[src/rtl/mem_access_ctrl.sv]
// mem_access_ctrl: memory-stage req/ack controller with pipeline stall, registered load data and sticky timeout error
module mem_access_ctrl #(
  parameter int TIMEOUT = 16,
  parameter int CNT_W = 8
) (
  input  logic        clk,
  input  logic        rst,
  input  logic        op_valid,
  input  logic        op_write,
  input  logic [15:0] op_addr,
  input  logic [15:0] op_wdata,
  output logic        stall,
  output logic [15:0] rd_data,
  output logic        rd_valid,
  output logic        mem_req,
  output logic        mem_we,
  output logic [15:0] mem_addr,
  output logic [15:0] mem_wdata,
  input  logic        mem_ack,
  input  logic [15:0] mem_rdata,
  output logic        err
);
  typedef enum logic [1:0] {IDLE, BUSY, DONE, ERR} state_t;
  state_t state, state_nx;
  logic [CNT_W-1:0] cnt;
  logic accept, busy_ack, last;
  assign accept = state == IDLE && op_valid;
  assign busy_ack = state == BUSY && mem_ack;
  assign last = cnt == CNT_W'(TIMEOUT - 1);
  assign stall = accept || state == BUSY || state == ERR;
  always_comb begin
    state_nx = state;
    state_nx = state == IDLE ? (op_valid ? BUSY : IDLE) :
               state == BUSY ? (mem_ack ? DONE : (last ? ERR : BUSY)) :
               state == DONE ? IDLE : ERR;
  end
  always_ff @(posedge clk) begin
    if (rst) begin
      state <= IDLE;
      cnt <= '0;
      rd_data <= '0;
      rd_valid <= 1'b0;
      mem_req <= 1'b0;
      mem_we <= 1'b0;
      mem_addr <= '0;
      mem_wdata <= '0;
      err <= 1'b0;
    end else begin
      state <= state_nx;
      mem_req <= state_nx == BUSY;
      err <= state_nx == ERR;
      rd_valid <= busy_ack && !mem_we;
      if (busy_ack && !mem_we) rd_data <= mem_rdata;
      if (accept) begin
        mem_addr <= {op_addr[15:1], 1'b0};
        mem_we <= op_write;
        mem_wdata <= op_wdata;
        cnt <= '0;
      end else if (state == BUSY && !mem_ack) begin
        cnt <= cnt + 1'b1;
      end
    end
  end
endmodule

[config.mk]
export PLATFORM = sky130hd
export DESIGN_NAME = mem_access_ctrl
export DESIGN_NICKNAME = d
export VERILOG_FILES = /design/src/rtl/mem_access_ctrl.sv
export SDC_FILE = /design/constraint.sdc
export NUM_CORES = 1
export LEC_CHECK = 0
export ABC_CLOCK_PERIOD_IN_PS = 2950
export CORE_MARGIN = 2
export CORE_UTILIZATION = 42
export CTS_BUF_LIST = sky130_fd_sc_hd__clkbuf_8
export DETAILED_ROUTE_END_ITERATION = 8
export GPL_ROUTABILITY_DRIVEN = 1
export GPL_TIMING_DRIVEN = 0
export HOLD_SLACK_MARGIN = 0.08
export PLACE_DENSITY = 0.85
export SLEW_MARGIN = 20
export SYNTH_ARGS = -nofsm -noshare
export SYNTH_HDL_FRONTEND = slang
export SYNTH_SLANG_ARGS = --single-unit
[constraint.sdc]
create_clock -name clk -period 2.95 [get_ports clk]
set_clock_uncertainty 0.15 [all_clocks]
set_input_delay 0.59 -clock clk [delete_from_list [all_inputs] [get_ports clk]]
set_output_delay 0.59 -clock clk [all_outputs]
set_load 0.05 [all_outputs]
## Yosys cells after proc, flatten, opt, wreduce, memory -nomap -nowiden

Cells that the tools add are included.

- Add/sub/neg operators: 1
- Equal/unequal tests: 6
- Muxes and demuxes: 6
- Reduce and logical (&&, ||, !) cells: 10

Operators by type and width:

| kind | count |
|---|---|
| two-way mux 2 bit | 5 |
| adder 8 x 1 -> 8 bit (second input constant) | 1 |
| == test 8 x 4 -> 1 bit (second input constant) | 1 |
| == test 2 bit (second input constant) | 3 |
| == test 2 x 1 -> 1 bit (second input constant) | 2 |
| logical AND 1 bit | 4 |
| logical NOT 1 bit | 2 |
| logical NOT 2 bit | 1 |
| logical OR 1 bit | 2 |
| OR reduction 2 bit | 1 |
| two-way mux 1 bit | 1 |

- Register bits: 61
- Bits of input ports: 53
- Output and inout bits: 53
- Logic and storage cells: 32

## Logic depth before layout (Yosys ltp)

- Word-level depth: 6
- Gate-level depth with buffers: 5
- Gate-level depth less buffers: 4

## Worst setup path before layout

OpenSTA, ideal clock, no wires.

- Path kind: input to register
- Start: in mem_ack
- End: reg mem_req
- Arrival time: 1582 ps
- Data required time: 2688 ps
- Slack: 1105 ps
- Cell stages on the path: 4
- Buffers on the path: 1
- Path through: or3b_4 > buf_6 > o21bai_1 > a2111oi_1

- Longest elaborated chain between the ends: 4

RTL lines:

| item | line | RTL |
|---|---|---|
| start, declared | 19 | `input logic mem_ack,` |
| two-way mux 2 bit (2 in series) | 34 | `state == BUSY ? (mem_ack ? DONE : (last ? ERR : BUSY)) :` |
| two-way mux 2 bit | 33 | `state_nx = state == IDLE ? (op_valid ? BUSY : IDLE) :` |
| == test 2 x 1 -> 1 bit | 50 | `mem_req <= state_nx == BUSY;` |
| end signal, assigned | 43 | `mem_req <= 1'b0;` |
| end signal, assigned | 50 |  |
| end, declared | 15 | `output logic mem_req,` |

Every way passes these cells.
A chain may end at the register's enable or synchronous reset.

## Worst setup path in the final report

- Start: in op_valid
- End: out stall

- Longest elaborated chain between the ends: 3

RTL lines:

| item | line | RTL |
|---|---|---|
| start, declared | 8 | `input logic op_valid,` |
| logical AND 1 bit | 27 | `assign accept = state == IDLE && op_valid;` |
| logical OR 1 bit (2 in series) | 30 | `assign stall = accept \|\| state == BUSY \|\| state == ERR;` |
| end, declared | 12 | `output logic stall,` |

Every way passes these cells.

==> flow_metrics.tcl <==
set metrics [dict create \
    status "completed" \
    yosysTopAreaCell "dfxtp_1" \
    ir_drop_v 0.000323 \
    fin_crit_ps 2890 \
    cts-htree-levels 3 \
    synth_nets 331 \
    finalCritPeriodShare 0.978 \
    yosys_warnings 0 \
    rsz0062_at_grt "false" \
    fp.dieH_um 77.0 \
    place.gp.congestion 0.854 \
    root_buffer "clkbuf_8" \
    p_per_area_nw_per_um2 556 \
    whs_ps 302 \
    cp_top_family "buffers and inverters" \
    core_area_um2 5140 \
    cap_viol_max_count 0 \
    final_cell_mix "clkdlybuf4s50_1 (102), nand2_1 (99), dfxtp_1 (61), a21oi_1 (54), clkbuf_1 (18)" \
    vias_per_cell 4.83 \
    totalWireLength_mm 5.84 \
    cts_tree "yes" \
    async_flop_share 0 \
    synth_area_leaders "dfxtp_1 (54%), nand2_1 (17%), a21oi_1 (12%), clkbuf_1 (3.0%), or4_1 (1.3%)" \
    drt_iter0_markers 44 \
    row_count 26 \
    cp_common_cell "clkdlybuf4s50_1" \
    drv_slew 0 \
    criticalPathCategory "in2out" \
    grt_max_degree 11 \
    clk_pin_slew_ps 60 \
    hpwl_mm 4.41 \
    postSynthCellCount 277 \
    synth_top_area_frac 0.545 \
    path_max_fanout 3 \
    antenna_found_initial 0 \
    grt-ovfl-total 0 \
    areaGrowthSynthToFinish_pct 57.4 \
    initial_core_util 0.436 \
    start_kind "input port" \
    diodes 0 \
    drive_gt1_frac 0.0431 \
    die_w_um 77.0 \
    end_kind "primary output" \
    post_cts_resized 0 \
    drtAntennaViolNets 0 \
    netlist_area_um2 2240 \
    hold_path_class "reg2reg" \
    cts.sinks 61 \
    insertion_delay_ps 320 \
    pin_count 106 \
    synthFlopType "dfxtp_1" \
    max_stage_delay_ps 790 \
    post-route-util 0.686 \
    yosysSeqAreaShare 0.545 \
    grt_pass1_wl_mm 9.73 \
    ys_seq_elements 61 \
    crit_chain "clkdlybuf4s50_1 -> nor2b_1 -> nor2_1 -> inv_1 -> clkdlybuf4s50_1" \
    drt_first_pass_iters 4 \
    critPathSlowestCell "clkdlybuf4s50_1" \
    fin_area_um2 3530 \
    nets 444 \
    tns_ps 0 \
    cp.required_ps 2210 \
    clk_path_buf_depth 2 \
    synth_edf_count 0 \
    grt_pass1_vias 2079 \
    placed_area_um2 3350 \
    die-area_um2 5940 \
    cts_hold_buf 0 \
    finalHoldViolations 0 \
    p_leak_nw 1.27 \
    relSlewSlack 0.602 \
    worstMarginPinSlew_ps 596 \
    final_common_cell "clkdlybuf4s50_1" \
    vias 2242 \
    synth.distinct_cells 32 \
    drc_errors 0 \
    portBuffers 102 \
    critPathArrivalTime_ps 2150 \
    cp.buffers_inverters 3 \
    timing.fmax_mhz 347 \
    setup_viol 0 \
    grtUsageTotal 0.205 \
    post-cts-setup-buffers 0 \
    wl_per_cell_um 12.6 \
    numCtsBuffers 9 \
    synth_area_per_cell_um2 8.09 \
]
## cells in the mapped netlist (all sizes together) (2+ instances only)
| library cell | number |
|---|---|
| nor2b | 2 |
| or4 | 4 |
| nand2 | 99 |
| o21ai | 4 |
| dfxtp | 61 |
| buf | 2 |
| inv | 2 |
| nor3 | 2 |
| clkbuf | 18 |
| or3 | 3 |
| nor2 | 4 |
| a21oi | 54 |
| o31ai | 2 |
| nand3 | 3 |
| or3b | 2 |
## metrics by stage
stage | cells | power (mW) | setup WS, ps
after floorplan | 277 | 1.16 | 1110
after global placement | 449 | 1.33 | 68.5
after detailed placement | 449 | 1.33 | 58.8
after CTS | 464 | 1.98 | 55.7
after global routing | 464 | 2.05 | 1.70
final | 464 | 1.96 | 64.6
## worst paths after layout
kind	start	endpoint	slack, ps	cells after the start
max reg2reg	state[0]	rd_data[6]	1060	5
min	mem_addr[1]	mem_addr[1]	300	2
max	op_valid	stall	60	5
min reg2reg	mem_addr[1]	mem_addr[1]	300	2
## flip-flops by register name (all words and copies together) (netlist names)
| register | cells |
|---|---|
| mem_we | 1 |
| mem_wdata | 16 |
| state | 2 |
| err | 1 |
| rd_valid | 1 |
| mem_addr | 15 |
| cnt | 8 |
| mem_req | 1 |
| rd_data | 16 |
## report_power, final
| part | internal [mW] | switching [mW] |
|---|---|---|
| logic | 0.167 | 0.255 |
| clock network | 0.362 | 0.285 |
| registers | 0.867 | 0.0246 |
| total | 1.40 | 0.565 |
## layer usage
metal	global-route usage	share of wire
met1	0.252	0.46
met2	0.333	0.47
met3	0.0541	0.062
met4	0.0964	0.013
met5	0	0
## worst reg2reg max path, cell delays in order, from the launching register on
cell and delay (ps):
dfxtp_1 460, nor4bb_1 230, clkbuf_1 320, clkbuf_1 390
nand2_1 100, a21oi_1 150
## cell type report
cell class | count | area, um2
Multi-Input combinational cell | 194 | 926
Clock buffer | 12 | 165
Fill cell | 434 | 1610
Tap cell | 70 | 87.6
Buffer | 20 | 86.3
Clock inverter | 3 | 12.5
Inverter | 2 | 7.51
Timing Repair Buffer | 102 | 1020
Sequential cell | 61 | 1220
## logic make-up (layout without fill, tap and decap cells)
family          Yosys count  in the layout  share of synthesized area
buf+inv                  22            139                     0.0419
mux                       1              1                    0.00447
fa+ha+maj                 1              1                    0.00558
compound gates           63             63                      0.147
flops                    61             61                      0.545
xor+xnor                  1              1                    0.00391
other cells               1              1                    0.00167
simple gates            127            127                      0.250
Power figures use the tool's default switching activity.
